===== src/rtl/y86_pkg.sv =====
// Shared Y86 pipeline encodings: icodes, status codes, register ids and the
// control-field bundle carried by pipeline registers.
package y86_pkg;

  localparam logic [3:0] I_HALT   = 4'h0;
  localparam logic [3:0] I_NOP    = 4'h1;
  localparam logic [3:0] I_MRMOVQ = 4'h5;
  localparam logic [3:0] I_OPQ    = 4'h6;
  localparam logic [3:0] I_JXX    = 4'h7;
  localparam logic [3:0] I_RET    = 4'h9;
  localparam logic [3:0] I_POPQ   = 4'hB;

  localparam logic [3:0] RNONE    = 4'hF;

  localparam logic [1:0] S_AOK    = 2'd0;
  localparam logic [1:0] S_HLT    = 2'd1;
  localparam logic [1:0] S_ADR    = 2'd2;
  localparam logic [1:0] S_INS    = 2'd3;

  typedef struct packed {
    logic [1:0] stat;
    logic [3:0] icode;
    logic [3:0] ifun;
    logic [3:0] dstE;
    logic [3:0] dstM;
    logic [3:0] srcA;
    logic [3:0] srcB;
  } ctl_t;

  function automatic ctl_t bubble_ctl();
    ctl_t c;
    c.stat  = S_AOK;
    c.icode = I_NOP;
    c.ifun  = 4'h0;
    c.dstE  = RNONE;
    c.dstM  = RNONE;
    c.srcA  = RNONE;
    c.srcB  = RNONE;
    return c;
  endfunction

endpackage


===== src/rtl/pipe_hazard.sv =====
// Combinational hazard detection for the F/D/E stages: load/use interlock,
// branch mispredict squash and ret-pending fetch stall.
module pipe_hazard
  import y86_pkg::*;
(
  input  logic [3:0] D_icode,
  input  logic [3:0] E_icode,
  input  logic [3:0] E_dstM,
  input  logic [3:0] M_icode,
  input  logic [3:0] d_srcA,
  input  logic [3:0] d_srcB,
  input  logic       e_Cnd,
  output logic       F_stall,
  output logic       D_stall,
  output logic       D_bubble,
  output logic       E_bubble
);

  logic load_use, mispredict, ret_pend;

  // E_dstM is never RNONE when it matches, so an RNONE source cannot interlock.
  assign load_use   = ((E_icode == I_MRMOVQ) || (E_icode == I_POPQ)) &&
                      (E_dstM != RNONE) &&
                      ((E_dstM == d_srcA) || (E_dstM == d_srcB));
  assign mispredict = (E_icode == I_JXX) && !e_Cnd;
  assign ret_pend   = (D_icode == I_RET) || (E_icode == I_RET) || (M_icode == I_RET);

  assign F_stall  = load_use | ret_pend;
  assign D_stall  = load_use;
  assign D_bubble = mispredict | (ret_pend & ~load_use);
  assign E_bubble = mispredict | load_use;

endmodule


===== src/rtl/e_pipe_ctrl.sv =====
// Execute-stage pipeline register with bubble injection and a saturating
// count of injected bubbles; hazard logic lives in pipe_hazard.
module e_pipe_ctrl
  import y86_pkg::*;
#(
  parameter int WIDTH = 64
) (
  input  logic             clk,
  input  logic             rst_n,
  input  logic [1:0]       D_stat,
  input  logic [3:0]       D_icode,
  input  logic [3:0]       D_ifun,
  input  logic [WIDTH-1:0] D_valC,
  input  logic [WIDTH-1:0] d_valA,
  input  logic [WIDTH-1:0] d_valB,
  input  logic [3:0]       d_dstE,
  input  logic [3:0]       d_dstM,
  input  logic [3:0]       d_srcA,
  input  logic [3:0]       d_srcB,
  input  logic             e_Cnd,
  input  logic [3:0]       M_icode,
  output logic [1:0]       E_stat,
  output logic [3:0]       E_icode,
  output logic [3:0]       E_ifun,
  output logic [WIDTH-1:0] E_valC,
  output logic [WIDTH-1:0] E_valA,
  output logic [WIDTH-1:0] E_valB,
  output logic [3:0]       E_dstE,
  output logic [3:0]       E_dstM,
  output logic [3:0]       E_srcA,
  output logic [3:0]       E_srcB,
  output logic             F_stall,
  output logic             D_stall,
  output logic             D_bubble,
  output logic             E_bubble,
  output logic [31:0]      bubble_cnt
);

  ctl_t d_ctl, e_ctl;

  assign d_ctl = '{stat: D_stat, icode: D_icode, ifun: D_ifun, dstE: d_dstE,
                   dstM: d_dstM, srcA: d_srcA, srcB: d_srcB};

  // E never stalls: every edge loads either the decode bundle or a bubble.
  always_ff @(posedge clk or negedge rst_n) begin
    if (!rst_n) begin
      e_ctl  <= bubble_ctl();
      E_valC <= '0;
      E_valA <= '0;
      E_valB <= '0;
    end else if (E_bubble) begin
      e_ctl  <= bubble_ctl();
      E_valC <= '0;
      E_valA <= '0;
      E_valB <= '0;
    end else begin
      e_ctl  <= d_ctl;
      E_valC <= D_valC;
      E_valA <= d_valA;
      E_valB <= d_valB;
    end
  end

  always_ff @(posedge clk or negedge rst_n) begin
    if (!rst_n)
      bubble_cnt <= '0;
    else if (E_bubble && (bubble_cnt != 32'hFFFF_FFFF))
      bubble_cnt <= bubble_cnt + 32'd1;
  end

  assign E_stat  = e_ctl.stat;
  assign E_icode = e_ctl.icode;
  assign E_ifun  = e_ctl.ifun;
  assign E_dstE  = e_ctl.dstE;
  assign E_dstM  = e_ctl.dstM;
  assign E_srcA  = e_ctl.srcA;
  assign E_srcB  = e_ctl.srcB;

  pipe_hazard u_hazard (
    .D_icode  (D_icode),
    .E_icode  (e_ctl.icode),
    .E_dstM   (e_ctl.dstM),
    .M_icode  (M_icode),
    .d_srcA   (d_srcA),
    .d_srcB   (d_srcB),
    .e_Cnd    (e_Cnd),
    .F_stall  (F_stall),
    .D_stall  (D_stall),
    .D_bubble (D_bubble),
    .E_bubble (E_bubble)
  );

endmodule

===== config.mk =====
export PLATFORM = sky130hd
export DESIGN_NAME = e_pipe_ctrl
export DESIGN_NICKNAME = d
export VERILOG_FILES = /design/src/rtl/y86_pkg.sv /design/src/rtl/pipe_hazard.sv /design/src/rtl/e_pipe_ctrl.sv
export SDC_FILE = /design/constraint.sdc
export NUM_CORES = 1
export LEC_CHECK = 0
export CORE_AREA = 2 2 188 190
export DETAILED_ROUTE_END_ITERATION = 10
export DIE_AREA = 0 0 190 192
export RECOVER_POWER = 50
export SLEW_MARGIN = 25
export SYNTH_ARGS = -nofsm -noshare
export SYNTH_HDL_FRONTEND = slang
export SYNTH_SLANG_ARGS = --single-unit

===== constraint.sdc =====
create_clock -name clk -period 4.74 [get_ports clk]
set_input_delay 0.474 -clock clk [delete_from_list [all_inputs] [get_ports clk]]
set_output_delay 0.474 -clock clk [all_outputs]
set_load 0.01 [all_outputs]

==> results.sh <==
export IMPL_synth_most_common_cell="dfrtp_1"
export IMPL_grtUsageTotal=0.145
export IMPL_ir_worst_vdd_v=0.000273
export IMPL_hold_violations=0
export IMPL_synth_compound_area_share=0.00409
export IMPL_synth_edf_count=0
export IMPL_synth_area_leaders="dfrtp_1, and2_1, dfstp_2"
export IMPL_yosysWarnings=0
export IMPL_worstSetupEndpoint="E_bubble"
export IMPL_crit_cells=7
export IMPL_die_area_um2=36500
export IMPL_drt_total_wl_um=27200
export IMPL_fin_area_um2=15100
export IMPL_cpPeakStageDelay_ns=0.61
export IMPL_fin_crit_ns=3.81
export IMPL_drive_above_1_share=0.0873
export IMPL_cts_hold_buffers=0
export IMPL_cts_num_sinks=250
export IMPL_status="finished with violations"
export IMPL_seq_area_frac_synth=0.707
export IMPL_cp_start_kind="flip-flop"
export IMPL_ys_async_sr_fraction=1.00
export IMPL_p_leak_nw=6.26
export IMPL_max_cap_viol_count=1
export IMPL_criticalPathCategory="flip-flop to primary output"
export IMPL_antenna_found_initial=2
export IMPL_dp_cells=1551
export IMPL_cp_top_family="buffers and inverters"
export IMPL_die_height_um=192
export IMPL_design_core_area_um2=34300
export IMPL_vias_per_cell=4.04
export IMPL_vias=6475
export IMPL_cts_buffer_depth=3
export IMPL_post_dp_cell_area_um2=14200
export IMPL_cts_tree="built"
export IMPL_slowest_stage="dfstp_1"
export IMPL_overflow=0
export IMPL_syn2layout_area_growth_pct=70.2
export IMPL_cts_buffers=28
export IMPL_yosys_area_share_adder=0.00141
export IMPL_path_max_fanout=21
export IMPL_drtIter0Drc=167
export IMPL_synthesis_area_um2=8880
export IMPL_p_per_area_nw_per_um2=356
export IMPL_drcViolationCount=0
export IMPL_clkLatencyLatePin_ns=0.55
export IMPL_synth_simple_area_share=0.228
export IMPL_hpwlAfterDp_um=19600
export IMPL_tightest_slew_ns=2.95
export IMPL_io_pins=479
export IMPL_setup_tns_ns=0
export IMPL_relSlewSlack=-0.966
export IMPL_cp_required_ns=4.27
export IMPL_violations="max-capacitance violations, max-slew violations"
export IMPL_rr_startpoint="E_dstM[1]"
export IMPL_finalMaxSlewViolations=116
export IMPL_fin_skew_ns=0.0215
export IMPL_synth_top_family_by_area="simple AND/OR/NAND/NOR gates"
export IMPL_min_path_type="primary input to flip-flop"
export IMPL_die_x_um=190
export IMPL_post_cts_resized=0
export IMPL_ys_flop_type="dfrtp_1"
export IMPL_r2r_end="bubble_cnt[24]"
export IMPL_post_cts_buffers=0
export IMPL_root_buffer="clkbuf_16"
export IMPL_layout_nets=1352
export IMPL_place_congestion=0.795
export IMPL_ant_nets=0
export IMPL_startpoint="E_dstM[1]"
export IMPL_ys_seq_elements=250
export IMPL_grt_first_pass_wirelength_um=40700
export IMPL_synth_nets=868
export IMPL_path_cells="xor2_1 > nor4_1 > o2111a_1 > clkbuf_1 > nor2_4 > inv_1 > clkdlybuf4s50_1"
export IMPL_fmax_mhz=263
export IMPL_critical_path_arrival_ns=3.33
export IMPL_reg2reg_slack_ns=1.59
export IMPL_io_buffers=478
export IMPL_start_util=0.259
export IMPL_path_clk_slew_ns=0.06
export IMPL_min_path_cells=2
export IMPL_rsz0062_at_grt="no"
export IMPL_grt_pass1_vias=6907
export IMPL_routedWlPerCell_um=17.0
export IMPL_fin_cells=1602
export IMPL_synth_xor_area_frac=0.0375
export IMPL_power_w=0.00538
export IMPL_finalCritPeriodShare=0.803
export IMPL_synth_largest_area_cell="dfrtp_1"
export IMPL_syn_avg_cell_area_um2=13.8
export IMPL_synthTopCellsByCount="dfrtp_1, and2_1, xor2_1, clkbuf_1, or3_1"
export IMPL_synth_top_area_share=0.657
export IMPL_grt_max_degree=229
export IMPL_endpoint_kind="primary output"
export IMPL_synthCells=642
export IMPL_rr_worst_depth=8
export IMPL_report_final_setup_viol=0
export IMPL_htree_levels=1
export IMPL_rows=68
export IMPL_yosysUniqueCellTypes=33
export IMPL_muxShareOfSynthArea=0.00254
export IMPL_dr_pass1_iters=4
export IMPL_critical_path_buf_inv_count=3
[cells in the final DEF, fill, tap and decap left out, types with 3 or more instances in the layout]
| cell | count |
|---|---|
| and2_1 | 201 |
| and3_1 | 6 |
| bufinv_16 | 3 |
| clkbuf_1 | 3 |
| clkbuf_16 | 29 |
| clkbuf_8 | 6 |
| clkdlybuf4s50_1 | 367 |
| clkinv_2 | 8 |
| dfrtp_1 | 233 |
| dfstp_2 | 16 |
| dlygate4sd3_1 | 110 |
| inv_1 | 6 |
| nand2_1 | 16 |
| nand3_1 | 12 |
| nand4_1 | 9 |
| nor2_1 | 5 |
| nor3_1 | 4 |
| nor3_2 | 11 |
| nor4_2 | 13 |
| nor4bb_1 | 3 |
| or3_1 | 19 |
| xnor2_1 | 6 |
| xor2_1 | 32 |
[flip-flops by register name, summed over array words and instances, names as in the netlist]
register,cells
E_stat,2
bubble_cnt,32
E_icode,4
E_srcB,4
E_valC,64
E_valA,64
E_dstE,4
E_valB,64
E_srcA,4
E_dstM,4
E_ifun,4
[cell type report]
| class | count | area, um^2 |
|---|---|---|
| antenna | 1 | 2.50 |
| clock buffer | 37 | 816 |
| clock inverter | 13 | 148 |
| fill | 3126 | 19200 |
| inverter | 7 | 26.3 |
| multi-input combinational | 355 | 2430 |
| sequential | 250 | 6280 |
| tap | 455 | 569 |
| timing repair buffer | 484 | 4840 |
[power breakdown]
group / switching, W / leakage (nW) / total, W / internal (W)
registers: 0.0000727 / 2.93 / 0.00236 / 0.00229
logic: 0.000308 / 2.84 / 0.000785 / 0.000477
clock network: 0.000865 / 0.485 / 0.00223 / 0.00137
[cells by family after synthesis]
logic type / after synthesis
AOI/OAI and AO/OA: 5
DFF: 250
and+or+nand+nor: 309
adders and majority gates: 1
buffers and inverters: 37
muxes: 2
xor gates and xnor gates: 38
[per-layer routing]
metal | vias to the layer above | share of wire | routed length (um) | track usage
met5 | - | 0.00048 | 13 | 0
met4 | 2 | 0.023 | 625 | 0.0382
met2 | 302 | 0.51 | 13800 | 0.257
li1 | 3016 | - | - | -
met1 | 3117 | 0.35 | 9500 | 0.154
met3 | 38 | 0.12 | 3240 | 0.0694
[how the worst min path moves through the flow]
stage | start | end | slack [ns]
final | d_valB[8] | E_valB[8] | 0.47
after global routing | d_valB[30] | E_valB[30] | 0.46
after CTS | rst_n | E_valB[7] | 0.04
after detailed placement | bubble_cnt[31] | bubble_cnt[31] | 0.48
after global placement | bubble_cnt[21] | bubble_cnt[21] | 0.48
after floorplan | rst_n | E_icode[1] | 0.18
[metrics by stage]
step	worst slack [ns]	util	hold slack (ns)
final	0.932	0.441	0.474
after global routing	0.704	0.441	0.457
after CTS	1.33	0.441	0.0371
after detailed placement	1.50	0.413	0.484
after global placement	1.52	0.413	0.482
after floorplan	2.63	-	0.178
No activity file was read; power rests on OpenSTA's default activity.
